<file path="config.mk">
export PLATFORM = sky130hd
export DESIGN_NAME = prog_load_seq
export DESIGN_NICKNAME = d
export VERILOG_FILES = /design/src/rtl/prog_load_seq.sv
export SDC_FILE = /design/constraint.sdc
export NUM_CORES = 1
export LEC_CHECK = 0
export ABC_AREA = 1
export CORE_UTILIZATION = 45
export DETAILED_ROUTE_END_ITERATION = 10
export HOLD_SLACK_MARGIN = 0.1
export PLACE_DENSITY = 0.71
export SETUP_SLACK_MARGIN = 0.5
export SLEW_MARGIN = 10
export SYNTH_ARGS = -nofsm -noshare
export SYNTH_HDL_FRONTEND = slang
export SYNTH_SLANG_ARGS = --single-unit
</file>
<file path="constraint.sdc">
create_clock -name clk -period 2.84 [get_ports clk]
set_clock_uncertainty 0.15 [all_clocks]
set_input_delay 0.426 -clock clk [delete_from_list [all_inputs] [get_ports clk]]
set_output_delay 0.426 -clock clk [all_outputs]
set_load 0.005 [all_outputs]
</file>
<file path="src/rtl/prog_load_seq.sv">
// Host-side program loader / result reader for the accumulator processor.
// Loads a header, program words and operand words from a valid/ready stream
// into IM/DM, kicks the control unit, waits for it, then streams a window of
// DM back out. Owns the memory ports in every state except RUN.
`timescale 1ns/1ps
module prog_load_seq #(
    parameter int ADDR_W  = 8,
    parameter int DATA_W  = 16,
    parameter int TIMEOUT = 65535
) (
    input  logic              clk,
    input  logic              rst_n,
    input  logic              host_start,
    input  logic              in_valid,
    input  logic [DATA_W-1:0] in_data,
    output logic              in_ready,
    output logic              im_we,
    output logic [ADDR_W-1:0] im_addr,
    output logic [DATA_W-1:0] im_wdata,
    output logic              dm_we,
    output logic [ADDR_W-1:0] dm_addr,
    output logic [DATA_W-1:0] dm_wdata,
    input  logic [DATA_W-1:0] dm_rdata,
    output logic              start_process,
    input  logic              end_process,
    output logic              out_valid,
    output logic [DATA_W-1:0] out_data,
    input  logic              out_ready,
    output logic              busy,
    output logic              done,
    output logic              error
);
    // Counters carry one extra bit so a full-depth length (2**ADDR_W) fits.
    localparam int CW = ADDR_W + 1;
    localparam int TW = (TIMEOUT > 1) ? $clog2(TIMEOUT) : 1;
    localparam logic [DATA_W:0] DEPTH_W = (DATA_W+1)'(1) << ADDR_W;

    typedef enum logic [3:0] {
        S_IDLE, S_HDR, S_LOAD_IM, S_LOAD_DM, S_START, S_RUN,
        S_RD_ADDR, S_RD_DATA, S_RD_OUT, S_DONE, S_ERR
    } state_t;

    state_t            state_q, state_d;
    logic [CW-1:0]     cnt_q, cnt_d;
    logic [CW-1:0]     n_q, n_d, m_q, m_d, r_q, r_d;
    logic [ADDR_W-1:0] b_q, b_d;
    logic              bad_q, bad_d;
    logic [TW-1:0]     tmo_q, tmo_d;
    logic              out_valid_q, out_valid_d;
    logic [DATA_W-1:0] out_data_q, out_data_d;

    logic              in_xfer;
    logic              hdr_over;

    assign in_xfer  = in_valid & in_ready;
    // Header length fields are compared at full word width so large values
    // cannot alias into range after truncation.
    assign hdr_over = {1'b0, in_data} > DEPTH_W;

    // Next-state and datapath update for the session sequencer.
    always_comb begin
        state_d     = state_q;
        cnt_d       = cnt_q;
        n_d         = n_q;
        m_d         = m_q;
        r_d         = r_q;
        b_d         = b_q;
        bad_d       = bad_q;
        tmo_d       = tmo_q;
        out_valid_d = out_valid_q;
        out_data_d  = out_data_q;
        case (state_q)
            S_IDLE, S_ERR: begin
                if (host_start) begin
                    state_d = S_HDR;
                    cnt_d   = '0;
                    bad_d   = 1'b0;
                end
            end
            S_HDR: begin
                if (in_xfer) begin
                    cnt_d = cnt_q + 1'b1;
                    case (cnt_q[1:0])
                        2'd0: begin
                            n_d = in_data[CW-1:0];
                            if (in_data == '0 || hdr_over) bad_d = 1'b1;
                        end
                        2'd1: begin
                            m_d = in_data[CW-1:0];
                            if (hdr_over) bad_d = 1'b1;
                        end
                        2'd2: b_d = in_data[ADDR_W-1:0];
                        default: begin
                            r_d     = in_data[CW-1:0];
                            cnt_d   = '0;
                            state_d = (bad_q || hdr_over) ? S_ERR : S_LOAD_IM;
                        end
                    endcase
                end
            end
            S_LOAD_IM: begin
                if (in_xfer) begin
                    if (cnt_q == n_q - 1'b1) begin
                        cnt_d   = '0;
                        state_d = (m_q != '0) ? S_LOAD_DM : S_START;
                    end else begin
                        cnt_d = cnt_q + 1'b1;
                    end
                end
            end
            S_LOAD_DM: begin
                if (in_xfer) begin
                    if (cnt_q == m_q - 1'b1) begin
                        cnt_d   = '0;
                        state_d = S_START;
                    end else begin
                        cnt_d = cnt_q + 1'b1;
                    end
                end
            end
            S_START: begin
                tmo_d   = '0;
                cnt_d   = '0;
                state_d = S_RUN;
            end
            S_RUN: begin
                if (end_process) begin
                    state_d = (r_q != '0) ? S_RD_ADDR : S_DONE;
                end else if (tmo_q == TW'(TIMEOUT - 1)) begin
                    state_d = S_ERR;
                end else begin
                    tmo_d = tmo_q + 1'b1;
                end
            end
            S_RD_ADDR: state_d = S_RD_DATA;
            S_RD_DATA: begin
                out_data_d  = dm_rdata;
                out_valid_d = 1'b1;
                state_d     = S_RD_OUT;
            end
            S_RD_OUT: begin
                if (out_ready) begin
                    out_valid_d = 1'b0;
                    cnt_d       = cnt_q + 1'b1;
                    state_d     = (cnt_q + 1'b1 == r_q) ? S_DONE : S_RD_ADDR;
                end
            end
            S_DONE:  state_d = S_IDLE;
            default: state_d = S_IDLE;
        endcase
    end

    // State and datapath registers; reset aborts any session immediately.
    always_ff @(posedge clk or negedge rst_n) begin
        if (!rst_n) begin
            state_q     <= S_IDLE;
            cnt_q       <= '0;
            n_q         <= '0;
            m_q         <= '0;
            r_q         <= '0;
            b_q         <= '0;
            bad_q       <= 1'b0;
            tmo_q       <= '0;
            out_valid_q <= 1'b0;
            out_data_q  <= '0;
        end else begin
            state_q     <= state_d;
            cnt_q       <= cnt_d;
            n_q         <= n_d;
            m_q         <= m_d;
            r_q         <= r_d;
            b_q         <= b_d;
            bad_q       <= bad_d;
            tmo_q       <= tmo_d;
            out_valid_q <= out_valid_d;
            out_data_q  <= out_data_d;
        end
    end

    // Memory ports and status decoded from the registered state; write data
    // is zeroed when not writing so idle ports stay quiet.
    always_comb begin
        in_ready      = (state_q == S_HDR) || (state_q == S_LOAD_IM) || (state_q == S_LOAD_DM);
        im_we         = (state_q == S_LOAD_IM) && in_valid;
        im_addr       = (state_q == S_LOAD_IM) ? cnt_q[ADDR_W-1:0] : '0;
        im_wdata      = im_we ? in_data : '0;
        dm_we         = (state_q == S_LOAD_DM) && in_valid;
        dm_wdata      = dm_we ? in_data : '0;
        dm_addr       = '0;
        if (state_q == S_LOAD_DM)
            dm_addr = cnt_q[ADDR_W-1:0];
        else if (state_q == S_RD_ADDR || state_q == S_RD_DATA)
            dm_addr = b_q + cnt_q[ADDR_W-1:0];
        start_process = (state_q == S_START);
        done          = (state_q == S_DONE);
        error         = (state_q == S_ERR);
        busy          = (state_q != S_IDLE) && (state_q != S_ERR);
        out_valid     = out_valid_q;
        out_data      = out_data_q;
    end

endmodule

</file>
==> results of run 1 <==
-- path summary, 6_finish.rpt --
kind / start / to / cells past startpoint
min in group asynchronous: rst_n / m_q[5] / 2
worst min-delay path: out_data[9] / out_data[9] / 2
worst max register to register: cnt_q[0] / cnt_q[6] / 14
worst min register to register: out_data[9] / out_data[9] / 2
worst max-delay path: b_q[0] / dm_addr[6] / 13
max in group asynchronous: rst_n / state_q[1] / 3
-- what timing repair did --
item,4_1_cts,5_1_grt
hold endpoints to repair,33,0
endpoints found under the setup margin,63,59
hold buffers,1,0
buffers inserted,33,21
gates resized for setup,221,110
cloned,2,2
pin swaps,30,53
-- cells by family after synthesis --
kind of cell | after synthesis | share of synthesized area
XOR/XNOR | 21 | 0.0319
AO/OA/AOI/OAI | 103 | 0.108
flip-flops | 82 | 0.356
buffers and inverters | 122 | 0.0852
AND/OR/NAND/NOR | 498 | 0.381
adder cells (fa/ha/maj) | 17 | 0.0382
-- area by class of cell --
type / instances / area, um2 / area share
repair buffers: 186 / 1610 / 0.193
clock inverters: 6 / 82.6 / 0.00993
flip-flops and latches: 82 / 2060 / 0.247
repair inverters: 2 / 18.8 / 0.00226
clock buffers: 9 / 225 / 0.0271
inverters: 106 / 462 / 0.0555
well taps: 168 / 210 / 0.0253
multi-input cells: 641 / 3650 / 0.439
-- state kept, by name (all words and copies together), names as in the netlist, 4 cells and up --
signal,flops
tmo_q,16
cnt_q,9
out_data,16
state_q,4
r_q,9
n_q,9
b_q,8
m_q,9
-- metrics by stage --
stage          total power [uW]  cells  worst slack (ns)  hold slack, ns  setup TNS [ns]
5_1_grt                    7690   1200            -0.216           0.341          -0.216
2_1_floorplan              3990    843             0.478         -0.0196               0
4_1_cts                    6660   1177           -0.0899           0.323          -0.166
3_5_place_dp               5080   1126           -0.0350           0.256         -0.0350
6_report                   7190   1200            -0.107           0.319          -0.107
3_3_place_gp               5020   1126           0.00937           0.261               0
-- where the power goes --
group | switching (uW) | internal [uW]
Sequential | 381 | 1600
Combinational | 2210 | 1750
Clock | 491 | 760
Total | 3080 | 4110
-- synthesized netlist by cell type, drive strengths merged (2+ instances only) --
cell type  instances  area [um2]
nand2            281        1080
nor2             122         536
inv              103         389
dfrtp             82        2050
nand3             69         388
o21ai             49         253
a21oi             18         101
ha                16         200
xor2              14         123
buf               12        73.8
nand4             12        75.1
o21a              10        75.1
o21bai            10        75.1
nor3               7        61.3
o31ai              7        52.6
xnor2              7        61.3
clkbuf             4        15.0
o22ai              4        25.0
clkinv             3        12.5
or2                3        18.8
a211oi             2        15.0
-- worst max-delay path, cell delays in order (launching register included) --
cell,delay (ns)
dfrtp_1,0.40
ha_2,0.21
fa_2,0.37
nand2_2,0.07
nand2_2,0.07
a21oi_2,0.16
or2_4,0.14
nand2_1,0.04
nand2_1,0.06
nand2_2,0.05
or2_4,0.22
nand3_2,0.06
o21ai_2,0.05
buf_2,0.13
-- per-layer routing --
layer	wire [um]	track usage	up-vias
met5	0	0	-
met4	548	0.117	0
met3	1010	0.0395	44
met2	9030	0.463	215
met1	8200	0.377	2877
li1	-	-	3049
==> impl_metrics.env, run 1 <==
export IMPL_status="finished, violations left"
export IMPL_violations="negative setup slack"
export IMPL_criticalPathCategory="reg -> out"
export IMPL_synthFlopType="dfrtp_1"
export IMPL_clk_path_buf_depth=2
export IMPL_grt_pass1_wl_um=28300
export IMPL_clock_latency_ns=0.35
export IMPL_syn_area_um2=5760
export IMPL_setup_viol=1
export IMPL_power_leakage_uw=0.00408
export IMPL_drtIter0Drc=426
export IMPL_cp_max_fo=2
export IMPL_reg2reg_slack_ns=0.41
export IMPL_avgSynthCellArea_um2=6.83
export IMPL_clk_pin_slew_ns=0.06
export IMPL_fmax_mhz=339
export IMPL_dieArea_um2=13300
export IMPL_clock_tree_root_cell="clkbuf_16"
export IMPL_row_count=40
export IMPL_mostFrequentLayoutCell="nand2_1"
export IMPL_fin_nets=1083
export IMPL_filler_cell_count=1019
export IMPL_drc=0
export IMPL_drive_above_1_share=0.270
export IMPL_wl_per_cell_um=15.7
export IMPL_vias_per_cell=5.15
export IMPL_grt_max_degree=50
export IMPL_grt_pass1_vias=5535
export IMPL_pin_count=110
export IMPL_grt_use_total=0.283
export IMPL_synth_net_count=898
export IMPL_area_delta_synth_final_pct=44.4
export IMPL_cts_tree="done"
export IMPL_finalCoreUtilization=0.678
export IMPL_maxSlewHeadroom=0.606
export IMPL_final_cell_mix="nand2_1 (263), inv_1 (79), dfrtp_1 (77), nor2_1 (66), clkdlybuf4s50_1 (55)"
export IMPL_portBuffers=109
export IMPL_h_tree_depth=3
export IMPL_required_ns=2.26
export IMPL_ir_worst_vdd_uv=450
export IMPL_die_h_um=115
export IMPL_p_per_area_nw_per_um2=865
export IMPL_synthCells=843
export IMPL_start_kind="register"
export IMPL_antenna_found_initial=0
export IMPL_worstPathArrival_ns=2.37
export IMPL_antennaDiodeCount=0
export IMPL_cts_buffers=9
export IMPL_finalHoldViolCount=0
export IMPL_async_flop_share=1.00
export IMPL_rsz0062_at_grt="yes"
export IMPL_num_vias=6185
export IMPL_synth_warnings=0
export IMPL_synth_edf_count=0
export IMPL_wirelength_um=18800
export IMPL_synth_cell_type_count=46
export IMPL_initial_core_util=0.470
export IMPL_worst_pin_slew_ns=0.589
export IMPL_cts_sinks=82
export IMPL_gr_total_overflow=0
export IMPL_hpwl_um=12500
export IMPL_synth_seq_cells=82
export IMPL_core_area_um2=12300
export IMPL_antenna_left=0
export IMPL_period_needed_ns=2.95
export IMPL_drv_cap=0
export IMPL_finalCritPeriodShare=1.04
export IMPL_final_area_um2=8320
export IMPL_setup_slack_ns=-0.107
export IMPL_gp_congestion=0.881
export IMPL_die_width_um=115
export IMPL_worstHoldPathType="reg -> reg"
export IMPL_drt_pass1_iter_count=6
export IMPL_report_final_slew_viol_count=0
export IMPL_place_area_um2=7170
export IMPL_synth_seq_area_share=0.356
export IMPL_cp_end_kind="output port"
Power figures use the tool's default switching activity.
==> run 2, diff against run 1 <==
--- a/config.mk
+++ b/config.mk
@@ -7,6 +7,7 @@
 export LEC_CHECK = 0
 export ABC_AREA = 1
 export CORE_UTILIZATION = 45
+export CTS_BUF_LIST = sky130_fd_sc_hd__clkbuf_8
 export DETAILED_ROUTE_END_ITERATION = 10
 export HOLD_SLACK_MARGIN = 0.1
 export PLACE_DENSITY = 0.71
==> impl_metrics.env, run 2 (synthesis gave the netlist of run 1 again) <==
export IMPL_area_delta_synth_final_pct=44.5
export IMPL_setup_viol=2
export IMPL_maxSlewHeadroom=0.595
export IMPL_grt_pass1_wl_um=28300
export IMPL_worst_path_buf_inv=1
export IMPL_period_needed_ns=3.01
export IMPL_switching_share=0.441
export IMPL_critPathMaxStageDelay_ns=0.42
export IMPL_grt_pass1_vias=5534
export IMPL_power_switching_uw=3070
export IMPL_row_count=40
export IMPL_clk_pin_slew_ns=0.08
export IMPL_status="finished, violations left"
export IMPL_cts_tree="done"
export IMPL_die_h_um=115
export IMPL_gr_total_overflow=0
export IMPL_required_ns=2.26
export IMPL_hpwl_um=12500
export IMPL_antenna_left=0
export IMPL_filler_cell_count=1029
export IMPL_finalHoldViolCount=0
export IMPL_finalCritPeriodShare=1.06
export IMPL_rsz0062_at_grt="yes"
export IMPL_grt_use_total=0.282
export IMPL_fmax_mhz=332
export IMPL_clock_latency_ns=0.39
export IMPL_finalCoreUtilization=0.679
export IMPL_num_vias=6216
export IMPL_antenna_found_initial=0
export IMPL_wl_per_cell_um=15.8
export IMPL_cp_end_kind="output port"
export IMPL_portBuffers=109
export IMPL_power_leakage_uw=0.00407
export IMPL_pin_count=110
export IMPL_drc=0
export IMPL_fin_nets=1089
export IMPL_clk_path_buf_depth=2
export IMPL_drtIter0Drc=419
export IMPL_final_cells=1206
export IMPL_antennaDiodeCount=0
export IMPL_cp_max_fo=2
export IMPL_core_area_um2=12300
export IMPL_die_width_um=115
export IMPL_criticalPathCategory="reg -> out"
export IMPL_dieArea_um2=13300
export IMPL_cts_buffers=9
export IMPL_worstHoldPathType="reg -> reg"
export IMPL_crit_chain="ha_2, fa_2, nand2_2, nand2_2, a21oi_2, or2_4, nand2_1, nand2_1, nand2_2, or2_4, nand3_2, o21ai_2, buf_2"
export IMPL_violations="negative setup slack"
export IMPL_h_tree_depth=3
export IMPL_report_final_slew_viol_count=0
export IMPL_p_per_area_nw_per_um2=836
export IMPL_slowest_stage="dfrtp_1"
export IMPL_pwr_share_comb=0.580
export IMPL_worstPathArrival_ns=2.44
export IMPL_start_kind="register"
export IMPL_cts_sinks=82
export IMPL_drive_above_1_share=0.276
export IMPL_drt_pass1_iter_count=5
export IMPL_clock_power_share=0.135
export IMPL_setup_slack_ns=-0.174
export IMPL_crit_family="simple AND/OR/NAND/NOR gates"
export IMPL_clock_tree_root_cell="clkbuf_8"
export IMPL_initial_core_util=0.470
export IMPL_gp_congestion=0.881
export IMPL_place_inst=1126
export IMPL_sequentialPowerShare=0.285
export IMPL_ir_worst_vdd_uv=403
export IMPL_vias_per_cell=5.15
export IMPL_worst_pin_slew_ns=0.606
export IMPL_crit_top_cell="nand2_2"
export IMPL_wirelength_um=19000
export IMPL_internal_power_uw=3890
export IMPL_mostFrequentLayoutCell="nand2_1"
export IMPL_drv_cap=0
export IMPL_power_total_uw=6960
export IMPL_grt_max_degree=50
export IMPL_final_cell_mix="nand2_1 (260), inv_1 (78), dfrtp_1 (77), nor2_1 (64), nand3_1 (58)"
## run 2: power by group through the flow
stage | Sequential, uW | Clock (uW) | Combinational, uW
floorplan | 1920 | 0 | 2060
finish | 1980 | 939 | 4040
detailed placement | 1970 | 0 | 3110
global route | 2040 | 988 | 4420
global placement | 1960 | 0 | 3070
CTS | 1970 | 950 | 3450
## run 2: metal layers
layer  GRT usage  routed length, um
met1       0.378               8210
met2       0.462               9130
met3      0.0416               1090
met4       0.103                581
met5           0                  0
## run 2: metrics by stage
| stage | hold slack [ns] | area [um2] | setup slack, ns | TNS, ns |
|---|---|---|---|---|
| 2_1_floorplan | -0.0196 | 5780 | 0.478 | 0 |
| 3_3_place_gp | 0.261 | 7170 | 0.00937 | 0 |
| 3_5_place_dp | 0.256 | 7170 | -0.0350 | -0.0350 |
| 4_1_cts | 0.329 | 7680 | -0.133 | -0.250 |
| 5_1_grt | 0.348 | 8320 | -0.291 | -0.383 |
| 6_report | 0.325 | 8320 | -0.174 | -0.187 |
## run 2: cell type report
type	count	area, um2	share of cell area
Tap cell	168	210	0.0253
Clock buffer	9	124	0.0149
Sequential cell	82	2060	0.247
Multi-Input combinational cell	641	3660	0.440
Timing Repair Buffer	192	1700	0.204
Timing Repair inverter	2	23.8	0.00286
Inverter	106	459	0.0552
Clock inverter	6	82.6	0.00992
## run 2: path summary, 6_finish.rpt
kind                                    from           end  slack [ns]  depth (start not counted)
worst max register to register      cnt_q[0]    state_q[1]        0.40                         16
worst min-delay path            out_data[14]  out_data[14]        0.33                          2
worst max-delay path                  b_q[0]    dm_addr[6]       -0.17                         13
min in group asynchronous              rst_n        m_q[5]        0.38                          2
worst min register to register  out_data[14]  out_data[14]        0.33                          2
max in group asynchronous              rst_n    state_q[1]        1.52                          3
## run 2: worst register-to-register path, delay by kind of cell (launching register included)
kind | cells | cell delay [ns]
fa+ha+maj | 2 | 0.36
simple gates | 8 | 0.69
compound gates | 1 | 0.17
buf+inv | 5 | 0.52
flops | 1 | 0.42
## run 2: repair_timing
item | CTS | global route
endpoints found under the setup margin | 63 | 63
gates cloned | 2 | 2
resized for setup | 231 | 117
pin swaps | 27 | 52
hold buffers | 1 | 0
setup buffers | 32 | 28
hold endpoints to repair | 33 | 0
==> RTL edit (settings of run 2) <==
Set the parameter `DATA_W` to 20 (it was 16).
--- a/src/rtl/prog_load_seq.sv
+++ b/src/rtl/prog_load_seq.sv
@@ -5,7 +5,7 @@
 `timescale 1ns/1ps
 module prog_load_seq #(
     parameter int ADDR_W  = 8,
-    parameter int DATA_W  = 16,
+    parameter int DATA_W  = 20,
     parameter int TIMEOUT = 65535
 ) (
     input  logic              clk,
Ports: changed (5 resized); port bits go from 110 to 130. The function was not compared with the original's and may differ.
==> RTL edit against run 2 <==
  * Total power fell by 4.3%
  * Die area rose by 2.1%
  * Synthesized area up 2.1%
  * Setup slack better by 0.18 ns
  * Routed wire length fell by 3.7%
  * Sequential cell count up 4
  * Final area increased by 3.8%
  * Count of clock-buffer cells in the layout is the same
  * Largest cell class unchanged
==> RTL edit: results (changes against run 2) <==
| Metric | Value |
|---|---|
| Routed wire length | 18,300 um (-3.7%) |
| CP arrival | 2.26 ns (-0.18 ns) |
| Rel. slew slack | 54.2% (-5.2 points) |
| Port-buffer cells | 129 (+18%) |
| NonClk Buf Share | 21.8% (+1.3 points) |
| Non-clk bufs | 206 (+7.3%) |
| Status | finished, final reports clean |
| Post-CTS sizing | 299 (+29%) |
| Inverters | 96 (-11%) |
| Syn_area_per_cell | 7.07 um^2 (+3.5%) |
| Most frequent cells after synthesis | nand2_1 (250), nor2_1 (112), dfrtp_1 (86) |
| Flops & latches, synth | 86 (+4.9%) |
| Vias in the first global route | 5,647 (+2.0%) |
| GRT Overall Usage | 26.7% (-1.5 points) |
| Hold path endpoint | out_data[8] |
| Reg-to-reg slack, setup | 0.50 ns (+0.10 ns) |
| Total setup buffers inserted after CTS | 31 (-3.1%) |
| Top cells by area, synth | dfrtp_1 (37%), nand2_1 (16%), nor2_1 (7.1%) |
| Combinational share of power | 57.8% (-0.2 points) |
| Hold Crit Start | out_data[8] |
| Area post-placement | 7430 um^2 (+3.6%) |
| Post-DP HPWL | 11,900 um (-4.4%) |
| Max VDD drop | 0.432 mV (+7.3%) |
| Via count | 6,179 (-0.60%) |
| Largest net degree at the start of global routing | 53 (+6.0%) |
| Sw Ratio | 44.3% (+0.26 points) |
| Synth unique cells | 41 (-11%) |
| Clk cell area share | 2.19% (-0.29 points) |
| Drt pass-1 iters | 6 (+1) |
| Static Leak | 0.00416 uW (+2.2%) |
| DP Worst Slack | 0.00828 ns (+0.0433 ns) |
| Share of cells above drive strength 1 | 30.4% (+2.7 points) |
| #MultiIn Comb | 627 (-2.2%) |
| Syn nets | 895 (-0.33%) |
| First-pass GRT wire length | 27,500 um (-2.5%) |
| Reg area | 2150 um^2 (+4.6%) |
| Initial DRC count | 403 (-3.8%) |
| Crit-path leading delay family | flip-flops |
| Number of fill cells | 1,071 (+4.1%) |
## RTL edit: cell types whose count changed after synthesis, sizes merged, moves of 9 or more
cell,delta
o21ai,+9
nand2,-18
nand3,-21
nor2,+10
## RTL edit: kinds of logic after synthesis
logic type / share of synthesized area (%)
and+or+nand+nor: 36.5
buffers and inverters: 8.32
AOI/OAI and AO/OA: 10.2
DFF: 36.6
xor gates and xnor gates: 4.62
adders and majority gates: 3.74
## RTL edit: metal layers
metal	part of all wire (%)	track usage [%]	wire [um]
met2	47	42.9	8660
met4	3.1	10.3	559
met5	0	0	0
met1	43	35.6	7830
met3	6.8	4.93	1250
## RTL edit: worst max path at each step
stage,from,slack [ns],endpoint
global route,cnt_q[1],-0.17,dm_addr[6]
global placement,cnt_q[0],0.03,dm_addr[6]
finish,cnt_q[1],0.003,dm_addr[6]
CTS,b_q[0],-0.05,dm_addr[6]
floorplan,cnt_q[0],0.53,dm_addr[6]
detailed placement,cnt_q[0],0.008,dm_addr[6]
